--- src/rtl/uart_baud_pkg.sv ---
// uart_baud_pkg: constants shared by the baud generator and the UART TX/RX FSMs.
//   - BAUD_TAB    : the eight selectable baud rates, indexed by baud_sel
//   - baud_sel_e  : symbolic names for the baud_sel codes
//   - OVERSAMPLE_DEF : default os_ticks per bit
//   - baud_inc()  : phase-accumulator increment for one table entry
package uart_baud_pkg;

    localparam int unsigned OVERSAMPLE_DEF = 16;
    localparam int unsigned NUM_RATES      = 8;
    localparam int unsigned SEL_W          = 3;

    // Entry 0 sits in the low word, so BAUD_TAB[sel] is the rate for code sel.
    localparam logic [NUM_RATES-1:0][31:0] BAUD_TAB = {
        32'd921600, 32'd460800, 32'd230400, 32'd115200,
        32'd57600,  32'd38400,  32'd19200,  32'd9600
    };

    typedef enum logic [SEL_W-1:0] {
        BAUD_9600   = 3'd0,
        BAUD_19200  = 3'd1,
        BAUD_38400  = 3'd2,
        BAUD_57600  = 3'd3,
        BAUD_115200 = 3'd4,
        BAUD_230400 = 3'd5,
        BAUD_460800 = 3'd6,
        BAUD_921600 = 3'd7
    } baud_sel_e;

    // round(baud * oversample * 2^acc_w / clk_hz). The product stays below
    // 2^48 for every table rate at ACC_W = 24, so 64-bit math is ample.
    function automatic longint unsigned baud_inc(
        input longint unsigned clk_hz,
        input int unsigned     oversample,
        input int unsigned     acc_w,
        input int unsigned     idx
    );
        longint unsigned num;
        num = (longint'(BAUD_TAB[idx]) * longint'(oversample)) << acc_w;
        return (num + (clk_hz >> 1)) / clk_hz;
    endfunction

endpackage

--- src/rtl/uart_baud_gen_if.sv ---
// uart_baud_gen_if: control and tick bundle between the baud generator and
// the UART TX/RX FSMs.
//   en, resync, baud_sel : controls, driven by the FSM side (master)
//   os_tick, bit_tick, mid_tick : one-cycle tick pulses from the generator (slave)
interface uart_baud_gen_if import uart_baud_pkg::*; ();

    logic             en;
    logic             resync;
    logic [SEL_W-1:0] baud_sel;
    logic             os_tick;
    logic             bit_tick;
    logic             mid_tick;

    modport master (
        output en, resync, baud_sel,
        input  os_tick, bit_tick, mid_tick
    );

    modport slave (
        input  en, resync, baud_sel,
        output os_tick, bit_tick, mid_tick
    );

endinterface

--- src/rtl/uart_baud_gen.sv ---
// uart_baud_gen: fractional baud-tick generator.
// A phase accumulator adds INC[sel_q] every enabled cycle; its carry is the
// oversampling tick. A small phase counter over the carries marks bit end
// (bit_tick) and bit centre (mid_tick).
// Ports:
//   clk  : system clock
//   rst  : asynchronous, active-high reset
//   bus  : uart_baud_gen_if.slave (en, resync, baud_sel in; os/bit/mid ticks out)
module uart_baud_gen
    import uart_baud_pkg::*;
#(
    parameter int unsigned CLK_HZ     = 100_000_000,
    parameter int unsigned OVERSAMPLE = OVERSAMPLE_DEF,
    parameter int unsigned ACC_W      = 24
) (
    input  logic            clk,
    input  logic            rst,
    uart_baud_gen_if.slave  bus
);

    localparam int unsigned     PH_W    = $clog2(OVERSAMPLE);
    localparam logic [PH_W-1:0] PH_LAST = PH_W'(OVERSAMPLE - 1);
    localparam logic [PH_W-1:0] PH_MID  = PH_W'(OVERSAMPLE / 2 - 1);

    // The phase counter relies on natural binary wrap at OVERSAMPLE.
    if (OVERSAMPLE < 4 || (OVERSAMPLE & (OVERSAMPLE - 1)) != 0) begin : g_os_chk
        $error("uart_baud_gen: OVERSAMPLE must be a power of two >= 4");
    end

    logic [ACC_W-1:0] inc_tab [NUM_RATES];

    for (genvar i = 0; i < NUM_RATES; i++) begin : g_inc
        localparam longint unsigned INC = baud_inc(longint'(CLK_HZ), OVERSAMPLE, ACC_W, i);
        // A zero increment never ticks; one at or above 2^ACC_W cannot be
        // represented and would alias to a wrong rate.
        if (INC == 0 || INC >= (64'd1 << ACC_W)) begin : g_inc_chk
            $error("uart_baud_gen: increment out of range for rate index %0d", i);
        end
        assign inc_tab[i] = INC[ACC_W-1:0];
    end

    logic [ACC_W-1:0] acc, acc_d;
    logic [PH_W-1:0]  ph, ph_d;
    logic [SEL_W-1:0] sel_q, sel_d;
    logic             os_q, os_d;
    logic             bit_q, bit_d;
    logic             mid_q, mid_d;
    logic [ACC_W:0]   sum;
    logic             carry;

    always_ff @(posedge clk or posedge rst) begin
        if (rst) begin
            acc   <= '0;
            ph    <= '0;
            sel_q <= '0;
            os_q  <= 1'b0;
            bit_q <= 1'b0;
            mid_q <= 1'b0;
        end else begin
            acc   <= acc_d;
            ph    <= ph_d;
            sel_q <= sel_d;
            os_q  <= os_d;
            bit_q <= bit_d;
            mid_q <= mid_d;
        end
    end

    // Priority: resync > rate change > disabled > count. Both restarts clear
    // the accumulator and phase and swallow any carry from this edge, so the
    // next bit starts a full bit period later on a clean grid.
    always_comb begin
        sum   = {1'b0, acc} + {1'b0, inc_tab[sel_q]};
        carry = sum[ACC_W];
        acc_d = acc;
        ph_d  = ph;
        sel_d = sel_q;
        os_d  = 1'b0;
        bit_d = 1'b0;
        mid_d = 1'b0;
        if (bus.resync) begin
            acc_d = '0;
            ph_d  = '0;
        end else if (bus.baud_sel != sel_q) begin
            sel_d = bus.baud_sel;
            acc_d = '0;
            ph_d  = '0;
        end else if (bus.en) begin
            acc_d = sum[ACC_W-1:0];
            if (carry) begin
                ph_d  = ph + PH_W'(1);
                os_d  = 1'b1;
                bit_d = (ph == PH_LAST);
                mid_d = (ph == PH_MID);
            end
        end
    end

    assign bus.os_tick  = os_q;
    assign bus.bit_tick = bit_q;
    assign bus.mid_tick = mid_q;

endmodule
--- src/flat_wrapper.sv ---
// flat-port wrapper written by rule: the top's interface ports become plain ports
module uart_baud_gen_flat import uart_baud_pkg::*;
#(
    parameter int unsigned CLK_HZ     = 100_000_000,
    parameter int unsigned OVERSAMPLE = OVERSAMPLE_DEF,
    parameter int unsigned ACC_W      = 24
)
  (clk, rst, bus_en, bus_resync, bus_baud_sel, bus_os_tick, bus_bit_tick, bus_mid_tick);
  uart_baud_gen_if bus_i ();
  input  logic clk;
  input  logic rst;
  input wire logic [$bits(bus_i.en)-1:0] bus_en;
  input wire logic [$bits(bus_i.resync)-1:0] bus_resync;
  input wire logic [$bits(bus_i.baud_sel)-1:0] bus_baud_sel;
  output wire logic [$bits(bus_i.os_tick)-1:0] bus_os_tick;
  output wire logic [$bits(bus_i.bit_tick)-1:0] bus_bit_tick;
  output wire logic [$bits(bus_i.mid_tick)-1:0] bus_mid_tick;
  assign bus_i.en = bus_en;
  assign bus_i.resync = bus_resync;
  assign bus_i.baud_sel = bus_baud_sel;
  assign bus_os_tick = bus_i.os_tick;
  assign bus_bit_tick = bus_i.bit_tick;
  assign bus_mid_tick = bus_i.mid_tick;
  uart_baud_gen #(.CLK_HZ(CLK_HZ), .OVERSAMPLE(OVERSAMPLE), .ACC_W(ACC_W)) u_core (.clk(clk), .rst(rst), .bus(bus_i));
endmodule
--- config.mk ---
export PLATFORM = sky130hd
export DESIGN_NAME = uart_baud_gen_flat
export DESIGN_NICKNAME = d
export VERILOG_FILES = /design/src/rtl/uart_baud_pkg.sv /design/src/rtl/uart_baud_gen_if.sv /design/src/rtl/uart_baud_gen.sv /design/src/flat_wrapper.sv
export SDC_FILE = /design/constraint.sdc
export NUM_CORES = 1
export LEC_CHECK = 0
export ABC_AREA = 1
export BUFFER_PORTS_ARGS = -buffer_cell sky130_fd_sc_hd__buf_2
export CAP_MARGIN = 10
export CORE_UTILIZATION = 55
export CTS_BUF_LIST = sky130_fd_sc_hd__clkbuf_4 sky130_fd_sc_hd__clkbuf_8
export DETAILED_ROUTE_END_ITERATION = 6
export GPL_TIMING_DRIVEN = 0
export PLACE_DENSITY = 0.75
export REMOVE_ABC_BUFFERS = 1
export SYNTH_ARGS = -nofsm -noshare
export SYNTH_HDL_FRONTEND = slang
export SYNTH_SLANG_ARGS = --single-unit
export TNS_END_PERCENT = 1
--- constraint.sdc ---
create_clock -name clk -period 2.7 [get_ports clk]
set_clock_uncertainty 0.05 [all_clocks]
set_input_delay 0.81 -clock clk [delete_from_list [all_inputs] [get_ports clk]]
set_output_delay 0.81 -clock clk [all_outputs]
set_load 0.05 [all_outputs]
==> impl_metrics.ini, run 1 <==
[cells_and_area]
final_util_pct = 63.0
instances_no_fill = 651
layout_commonest_cell = nand2_1
syn_to_final_growth_pct = 8.99
final_cell_mix = nand2_1, inv_1, nor2_1
fillCellCount = 565
seq_area_um2 = 857
multi_input_area_mm2 = 0.00226
nets = 618
drive_gt1_share_pct = 15.8
antenna_cells = 0

[global_route]
grt_max_degree = 35
grt_overflow = 0
grt_pass1_vias = 3117
grtUsageTotal_pct = 28.9
grt_pass1_wl_um = 14400
antenna_found_initial = 0

[synthesis]
postSynthAreaPerCell_um2 = 6.27
synth.area.top_cells = dfrtp_1, nand2_1, ha_1
syn_inst = 555
ys_warn_count = 0
yosys.area.top_type_share_pct = 24.4
synth-seq-cells = 34
yosysSeqAreaShare_pct = 24.4
synth_top_cell_by_area = dfrtp_1
syn_area_mm2 = 0.00348
ys_types = 34

[timing]
rsz0062_at_grt = yes
hold_ws_ns = 0.425
min_period_ns = 2.56
worst_pin_slew_ns = 1.03
setup-violations-final = 0
relSlewSlack_pct = 31.4
fmax_ghz = 0.390
fin_crit_sh_pct = 94.9
setup_tns_ns = 0
hold_viol_final = 0
drv_slew = 0

[critical_path]
cp-end-kind = flop
r2r_slack_ns = 0.14
path_delay_family = adder cells
worstReg2RegEnd = u_core.bus.bit_tick$_DFF_PP0_
critPathBufInv = 4
cpPeakStageDelay_ns = 0.37
startpoint_type = flop
crit_slowest_cell = dfrtp_2
path_cells = inv_2 -> ha_1 -> a21oi_2 -> ha_2 -> inv_1 -> fa_2 -> inv_2 -> nand3_1 -> nand2_2 -> nand2_1 -> nand2_2 -> nand2_1 -> nand3_2 -> nand2_2 -> inv_4 -> nand2_4 -> nor2_2
cp_data_required_time_ns = 2.90
crit_type = flop to flop
worst_path_most_repeated_cell = nand2_2
worstSetupPathDepth = 17
r2r_start = u_core.sel_q[0]$_DFFE_PP0P_
crit_fanout = 6
crit_arrival_ns = 2.76
r2r_cells = 17

[clocking]
cts_sinks = 34
clock_latency_ns = 0.31
clock_path_buffers = 2
cts_tree = yes
root_buffer = clkbuf_8
cts_buffers = 5
path_clk_slew_ns = 0.08
h-tree-depth = 2

[route]
via_per_inst = 5.10
vias = 3319
wl_per_cell_um = 13.2
drt_iter0_drc = 281
drc = 0
dr.pass1.iters = 6
wirelength_um = 8610
drtAntennaViolNets = 0

[floorplanning]
row_count = 28
die_area_mm2 = 0.00665
design.core.area_mm2 = 0.00603
die_x_um = 81.6
die_h_um = 81.6
initial_core_util_pct = 57.8
ios = 10

[placement]
hpwl_um = 6500
portBuffers = 9
gp_congestion = 0.959
place_inst = 633

[outcome]
outcome = finished clean

[power_and_ir_drop]
design_power_total_mw = 1.50
power_leakage_nw = 2.20
powerDensity_mw_per_mm2 = 394
ir_worst_vdd_mv = 0.344

[hold_path]
hold_path_depth = 1
worstHoldPathType = flop to flop
hold_end = u_core.bus.mid_tick$_DFF_PP0_
min_from = u_core.ph[3]$_DFFE_PP0P_

[job]
cap_violations = 0
routing by layer:
metal	vias to the layer above	GRT usage (%)	routed length [µm]
li1	1737	-	-
met1	1474	39.2	4170
met2	83	47.1	3810
met3	25	3.33	410
met4	0	10.4	221
met5	-	0	0
what timing repair did:
action,CTS,global route
hold buffers,0,0
setup endpoints to repair,26,22
resized for setup,6,18
setup buffers,4,6
pin swaps,1,3
area by class of cell:
| class | instances | share of cell area, % |
|---|---|---|
| clock buffers | 5 | 1.81 |
| well taps | 75 | 2.47 |
| repair buffers | 19 | 3.17 |
| inverters | 98 | 9.76 |
| flip-flops and latches | 34 | 22.6 |
| multi-input cells | 417 | 59.6 |
| clock inverters | 3 | 0.561 |
registers in the layout, summed over array words and instances (netlist names):
| name | cells |
|---|---|
| u_core.acc | 24 |
| u_core.ph | 4 |
| u_core.sel_q | 3 |
| u_core.bus.bit_tick | 1 |
| u_core.bus.mid_tick | 1 |
| u_core.bus.os_tick | 1 |
kinds of logic after synthesis:
group / after synthesis / synth area share (%)
AO/OA/AOI/OAI: 40 / 7.58
buffers and inverters: 104 / 12.0
multiplexers: 2 / 0.647
XOR/XNOR: 6 / 1.73
AND/OR/NAND/NOR: 333 / 40.4
flip-flops: 34 / 24.4
adder cells (fa/ha/maj): 36 / 13.2
per-stage QoR:
stage          setup slack, ns  instance area [µm²]
6_report                 0.138                 3790
5_1_grt                -0.0163                 3790
4_1_cts                0.00408                 3700
3_5_place_dp            -0.342                 3570
3_3_place_gp            -0.287                 3570
2_1_floorplan            0.184                 3430
power by group:
part	switching, mW	internal, mW
sequential	0.0157	0.523
combinational	0.362	0.181
clock	0.233	0.182
cell usage after synthesis:
master    instances
nor2_4            3
nand3_1          29
o21ai_2          14
nor2_1           47
dfrtp_1          34
nand3b_2          1
or2_2             1
nand3b_1          4
nor3_1            3
buf_6             3
a22o_1            1
nand2_2           8
nand2_4           1
inv_2             1
buf_4             1
xnor2_2           1
clkinv_2          1
ha_1             35
o22ai_2           1
mux2_2            2
buf_2             1
a21oi_1          19
o21ai_0           3
inv_1            96
clkbuf_1          1
nand4_1           3
nand3_2           1
nand2_1         221
xnor2_1           2
o21ai_1           2
and2_1            3
fa_1              1
xor2_1            3
nor2_2            8
worst max path at each step:
| stage | startpoint | endpoint |
|---|---|---|
| detailed placement | u_core.sel_q[0]$_DFFE_PP0P_ | u_core.bus.bit_tick$_DFF_PP0_ |
| finish | u_core.sel_q[0]$_DFFE_PP0P_ | u_core.bus.bit_tick$_DFF_PP0_ |
| global placement | u_core.sel_q[0]$_DFFE_PP0P_ | u_core.bus.mid_tick$_DFF_PP0_ |
| global route | u_core.sel_q[2]$_DFFE_PP0P_ | u_core.acc[23]$_DFFE_PP0P_ |
| CTS | u_core.sel_q[0]$_DFFE_PP0P_ | u_core.acc[23]$_DFFE_PP0P_ |
| floorplan | u_core.sel_q[0]$_DFFE_PP0P_ | u_core.bus.mid_tick$_DFF_PP0_ |
Power figures use the tool's default switching activity.
==> inputs of run 2 (changes only) <==
--- a/config.mk
+++ b/config.mk
@@ -8,11 +8,13 @@
 export ABC_AREA = 1
 export BUFFER_PORTS_ARGS = -buffer_cell sky130_fd_sc_hd__buf_2
 export CAP_MARGIN = 10
-export CORE_UTILIZATION = 55
+export CELL_PAD_IN_SITES_DETAIL_PLACEMENT = 1
+export CELL_PAD_IN_SITES_GLOBAL_PLACEMENT = 1
+export CORE_UTILIZATION = 42
 export CTS_BUF_LIST = sky130_fd_sc_hd__clkbuf_4 sky130_fd_sc_hd__clkbuf_8
 export DETAILED_ROUTE_END_ITERATION = 6
 export GPL_TIMING_DRIVEN = 0
-export PLACE_DENSITY = 0.75
+export PLACE_DENSITY_LB_ADDON = 0.1
 export REMOVE_ABC_BUFFERS = 1
 export SYNTH_ARGS = -nofsm -noshare
 export SYNTH_HDL_FRONTEND = slang
==> run 2 against run 1 <==
Against the previous run: non-clock buffer count stayed put; register-to-register slack worse by 0.02 ns; first-iteration DRC count is 79% lower; global-route usage is 2.8 points lower; via count is 1.7% higher; sequential power is 0.7% higher; sequential share of layout area is 0.92 points lower; clock power is 22% higher; final cell count is 4.1% higher; combinational power is 9.0% higher; clock-buffer cell count stayed put; total power is 9.8% higher; highest routed layer unchanged.
==> impl_metrics.ini, run 2 (synthesis gave the netlist of run 1 again) <==
[outcome]
outcome = finished clean

[timing]
worst_pin_slew_ns = 1.07
worst_slack_ns = 0.119
drv_slew = 0
hold_viol_final = 0
relSlewSlack_pct = 28.3
rsz0062_at_grt = yes
fmax_ghz = 0.387
fin_crit_sh_pct = 95.6
min_period_ns = 2.58
setup-violations-final = 0
setup_tns_ns = 0

[critical_path]
crit_type = flop to flop
startpoint_type = flop
cp-end-kind = flop
path_cells = buf_4 -> buf_4 -> ha_1 -> a21oi_2 -> ha_1 -> nand2_2 -> inv_1 -> a21oi_1 -> nand2_2 -> nand2_1 -> nand3_2 -> nand3_1 -> nand2_1 -> nor2_1
critPathBufInv = 3
cpPeakStageDelay_ns = 0.42
crit_arrival_ns = 2.76
crit_slowest_cell = dfrtp_2
path_delay_family = simple AND/OR/NAND/NOR gates
cp_data_required_time_ns = 2.88
crit_fanout = 5

[clocking]
cts_hold_buffers = 0
path_clk_slew_ns = 0.08
clock_latency_ns = 0.29
cts_tree = yes
cts_sinks = 34
cts_buffers = 5
root_buffer = clkbuf_8
clock_path_buffers = 2
h-tree-depth = 2

[placement]
dp_slack_ns = -0.467
portBuffers = 9
hpwl_um = 8250
place_inst = 660
gp_congestion = 0.859

[route]
dr.pass1.iters = 4
via_per_inst = 4.98
vias = 3375
wl_per_cell_um = 15.8
wirelength_um = 10700
drt_iter0_drc = 60
drtAntennaViolNets = 0
drc = 0

[cells_and_area]
largest_reg_flops = 24
final_cell_mix = nand2_1, inv_1, nor2_1
syn_to_final_growth_pct = 13.6
instances_no_fill = 678
layout_commonest_cell = nand2_1
largestRegisters = u_core.acc x24, u_core.ph x4, u_core.sel_q x3
antenna_cells = 0
nets = 618
regMostFlops = u_core.acc
drive_gt1_share_pct = 19.1

[power_and_ir_drop]
power_leakage_nw = 2.21
ir_worst_vdd_mv = 0.257
design_power_total_mw = 1.64
powerDensity_mw_per_mm2 = 415

[global_route]
antenna_found_initial = 0
grtUsageTotal_pct = 26.2
grt_pass1_wl_um = 17300
grt_overflow = 0
grt_max_degree = 35
grt_pass1_vias = 3517

[floorplanning]
die_x_um = 93.0
row_count = 32
die_h_um = 93.0
die_area_mm2 = 0.00866
ios = 10
initial_core_util_pct = 44.1
design.core.area_mm2 = 0.00789

[job]
cap_violations = 0

[hold_path]
worstHoldPathType = flop to flop
run 2: changes by cell type in the layout (fill, tap and decap cells not counted), moves of 2 or more:
| cell | delta |
|---|---|
| a21oi_2 | +2 |
| nand2_2 | +5 |
| a21oi_1 | -2 |
| ha_2 | +3 |
| ha_4 | +4 |
| ha_1 | -7 |
| nor2_4 | +3 |
| nand2_1 | -5 |
| inv_2 | +2 |
| inv_1 | -2 |
| nor2_1 | -2 |
run 2: final timing paths:
| check | slack, ns | endpoint | start | cells after the start |
|---|---|---|---|---|
| max in group asynchronous | 1.43 | u_core.sel_q[2]$_DFFE_PP0P_ | rst | 2 |
| max reg2reg | 0.12 | u_core.acc[23]$_DFFE_PP0P_ | u_core.sel_q[1]$_DFFE_PP0P_ | 14 |
| min reg2reg | 0.42 | u_core.bus.mid_tick$_DFF_PP0_ | u_core.ph[3]$_DFFE_PP0P_ | 1 |
| min | 0.42 | u_core.bus.mid_tick$_DFF_PP0_ | u_core.ph[3]$_DFFE_PP0P_ | 1 |
| max | 0.12 | u_core.acc[23]$_DFFE_PP0P_ | u_core.sel_q[1]$_DFFE_PP0P_ | 14 |
| min in group asynchronous | 0.60 | u_core.acc[16]$_DFFE_PP0P_ | rst | 2 |
run 2: what timing repair did:
item                                   CTS  global route
pin swaps                                1             7
setup endpoints to repair               28            20
gates resized for setup                 11            38
setup buffers                            5             5
endpoints found under the hold margin    0             0
run 2: routing by layer:
| layer | vias up | part of all wire, % | routed length (µm) | GRT usage [%] |
|---|---|---|---|---|
| met1 | 1610 | 47 | 5020 | 34.0 |
| met3 | 4 | 2.6 | 276 | 3.01 |
| met4 | 0 | 0.53 | 57 | 5.77 |
| li1 | 1729 | - | - | - |
| met5 | - | 0 | 0 | 0 |
| met2 | 32 | 50 | 5330 | 46.4 |
run 2: metrics by stage:
step | cell area, µm² | hold WS [ns] | utilization, %
after floorplan | 3430 | 0.382 | -
after global placement | 3600 | 0.403 | 45.7
after detailed placement | 3600 | 0.411 | 45.7
after CTS | 3780 | 0.423 | 47.9
after global routing | 3950 | 0.430 | 50.1
final | 3950 | 0.416 | 50.1
run 2: power breakdown:
group | switching, mW | internal [mW]
logic | 0.393 | 0.199
clock network | 0.232 | 0.275
registers | 0.0200 | 0.523
total | 0.645 | 0.997
run 2: layout make-up:
class                   count  area (µm²)
flip-flops and latches     34         857
repair buffers             19         120
fillers                  1094        3930
well taps                 102         128
multi-input cells         417        2360
clock buffers               5        68.8
clock inverters             3        45.0
inverters                  98         370
==> inputs of run 3 (changes only) <==
--- a/config.mk
+++ b/config.mk
@@ -5,12 +5,11 @@
 export SDC_FILE = /design/constraint.sdc
 export NUM_CORES = 1
 export LEC_CHECK = 0
-export ABC_AREA = 1
 export BUFFER_PORTS_ARGS = -buffer_cell sky130_fd_sc_hd__buf_2
 export CAP_MARGIN = 10
 export CELL_PAD_IN_SITES_DETAIL_PLACEMENT = 1
 export CELL_PAD_IN_SITES_GLOBAL_PLACEMENT = 1
-export CORE_UTILIZATION = 42
+export CORE_UTILIZATION = 45
 export CTS_BUF_LIST = sky130_fd_sc_hd__clkbuf_4 sky130_fd_sc_hd__clkbuf_8
 export DETAILED_ROUTE_END_ITERATION = 6
 export GPL_TIMING_DRIVEN = 0
==> run 3 against run 2 <==
Against the previous run: the flow now finishes with violations (setup timing); sequential power is essentially flat; largest cell class unchanged; critical path depth shrank 3; first-iteration DRC count grew 130%; final area shrank 9.0%; via count shrank 13%.
==> impl_metrics.ini, run 3 <==
[outcome]
outcome = complete, but fails checks
violations = setup timing

[placement]
gp_congestion = 0.837
hpwl_um = 6280
portBuffers = 9
dp_slack_ns = -1.13

[floorplanning]
die_x_um = 85.0
initial_core_util_pct = 47.7
die_h_um = 85.0
die_area_mm2 = 0.00722
design.core.area_mm2 = 0.00649
ios = 10
row_count = 29

[global_route]
grt_max_degree = 36
grtUsageTotal_pct = 26.6
grt_pass1_vias = 2920
grt_overflow = 0
antenna_found_initial = 0
grt_pass1_wl_um = 15000

[synthesis]
ys_types = 56
ys_warn_count = 0
synthTopCellsByCount = ha_1, dfrtp_1, a21oi_1
postSynthAreaPerCell_um2 = 8.51
synth.area.top_cells = dfrtp_1, ha_1, a21oi_1
synthFlopType = dfrtp_1
synth_top_cell_by_area = dfrtp_1
syn_area_mm2 = 0.00310
synth-seq-cells = 34
yosysSeqAreaShare_pct = 27.5
syn_inst = 364
yosys.area.top_type_share_pct = 27.5
synth_edf_count = 0
synthArstFlopShare_pct = 100
yosysMostFrequentCell = ha_1

[cells_and_area]
nets = 422
regMostFlops = u_core.acc
syn_to_final_growth_pct = 16.1
largestRegisters = u_core.acc x24, u_core.ph x4, u_core.sel_q x3
antenna_cells = 0
final_cell_mix = dfrtp_1, nand2_1, nor2_1
largest_reg_flops = 24
drive_gt1_share_pct = 24.7
layout_commonest_cell = dfrtp_1

[critical_path]
crit_arrival_ns = 3.26
crit_fanout = 5
crit_slowest_cell = dfrtp_2
path_cells = buf_6 -> ha_4 -> a21oi_4 -> inv_2 -> fa_2 -> nand3b_1 -> a211oi_4 -> o2111ai_2 -> a31o_1 -> or3_4 -> a21oi_2
cp-end-kind = flop
cp_data_required_time_ns = 2.88
crit_type = flop to flop
startpoint_type = flop
critPathBufInv = 2
path_delay_family = compound AO/OA/AOI/OAI gates
cpPeakStageDelay_ns = 0.48

[route]
drtAntennaViolNets = 0
wl_per_cell_um = 20.2
wirelength_um = 9220
via_per_inst = 6.39
drc = 0
dr.pass1.iters = 4
vias = 2921
drt_iter0_drc = 138

[timing]
fin_crit_sh_pct = 114
setup-violations-final = 21
relSlewSlack_pct = 42.3
hold_ws_ns = 0.425
hold_viol_final = 0
fmax_ghz = 0.325
drv_slew = 0
setup_tns_ns = -4.91
worst_pin_slew_ns = 0.858
worst_slack_ns = -0.381
min_period_ns = 3.08
rsz0062_at_grt = yes

[clocking]
cts_tree = yes
root_buffer = clkbuf_8
cts_hold_buffers = 0
cts_sinks = 34
clock_latency_ns = 0.30
path_clk_slew_ns = 0.08
cts_buffers = 5
clock_path_buffers = 2
h-tree-depth = 2

[job]
cap_violations = 0

[power_and_ir_drop]
design_power_total_mw = 1.56
ir_worst_vdd_mv = 0.272
power_leakage_nw = 1.55
powerDensity_mw_per_mm2 = 434

[hold_path]
worstHoldPathType = flop to flop
==> run 3: changes by cell type after synthesis, moves of 8 or more <==
cell / change
o21ai_0: +19
or3_1: +8
nor2_2: -8
inv_1: -79
mux2i_1: +12
o21ai_2: -14
nand2_1: -191
a21oi_1: +12
nand3_1: -16
nand2_2: -8
nor2_1: -19
==> run 3: where the power goes <==
part           total [mW]  leakage (nW)  internal, mW  switching [mW]
Combinational       0.601          1.04         0.224           0.377
Clock               0.420        0.0486         0.193           0.228
Sequential          0.541         0.464         0.523          0.0180
Total                1.56          1.55         0.940           0.622
==> run 3: layout make-up <==
class / count / area, µm²
Fill cell: 764 / 2900
Multi-Input combinational cell: 297 / 2330
Sequential cell: 34 / 855
Timing Repair Buffer: 24 / 161
Tap cell: 77 / 96.3
Clock buffer: 6 / 76.3
Inverter: 17 / 66.3
Clock inverter: 2 / 13.8
==> run 3: cells by family after synthesis <==
| kind of cell | Yosys count | synth area share (%) |
|---|---|---|
| AO/OA/AOI/OAI | 100 | 20.5 |
| XOR/XNOR | 15 | 4.24 |
| adder cells (fa/ha/maj) | 36 | 14.8 |
| buffers and inverters | 33 | 5.29 |
| flip-flops | 34 | 27.5 |
| multiplexers | 17 | 5.69 |
| AND/OR/NAND/NOR | 129 | 22.0 |
==> run 3: worst paths after layout <==
path / from / end / slack [ns] / cells past startpoint
worst max-delay path: u_core.sel_q[0]$_DFFE_PP0P_ / u_core.ph[2]$_DFFE_PP0P_ / -0.38 / 11
worst min-delay path: u_core.ph[3]$_DFFE_PP0P_ / u_core.bus.mid_tick$_DFF_PP0_ / 0.43 / 1
worst max register to register: u_core.sel_q[0]$_DFFE_PP0P_ / u_core.ph[2]$_DFFE_PP0P_ / -0.38 / 11
worst min register to register: u_core.ph[3]$_DFFE_PP0P_ / u_core.bus.mid_tick$_DFF_PP0_ / 0.43 / 1
max in group asynchronous: rst / u_core.sel_q[0]$_DFFE_PP0P_ / 1.48 / 2
min in group asynchronous: rst / u_core.acc[9]$_DFFE_PP0P_ / 0.58 / 2
==> run 3: stage by stage <==
stage	std cells	utilization, %	area (µm²)
final	457	55.4	3600
after floorplan	348	-	3000
after detailed placement	435	48.6	3150
after global routing	457	55.4	3600
after global placement	434	48.4	3140
after CTS	452	53.3	3460
==> run 3: repair_timing <==
action	CTS	global route
setup buffers	9	5
setup endpoints to repair	27	23
resized for setup	42	23
hold endpoints to repair	0	0
pin swaps	16	11
==> run 3: metal layers <==
metal / vias up / global-route usage [%] / share of wire, %
li1: 1390 / - / -
met1: 1448 / 34.5 / 46
met2: 66 / 45.7 / 48
met3: 17 / 3.70 / 3.8
met4: 0 / 8.32 / 2.1
met5: - / 0 / 0
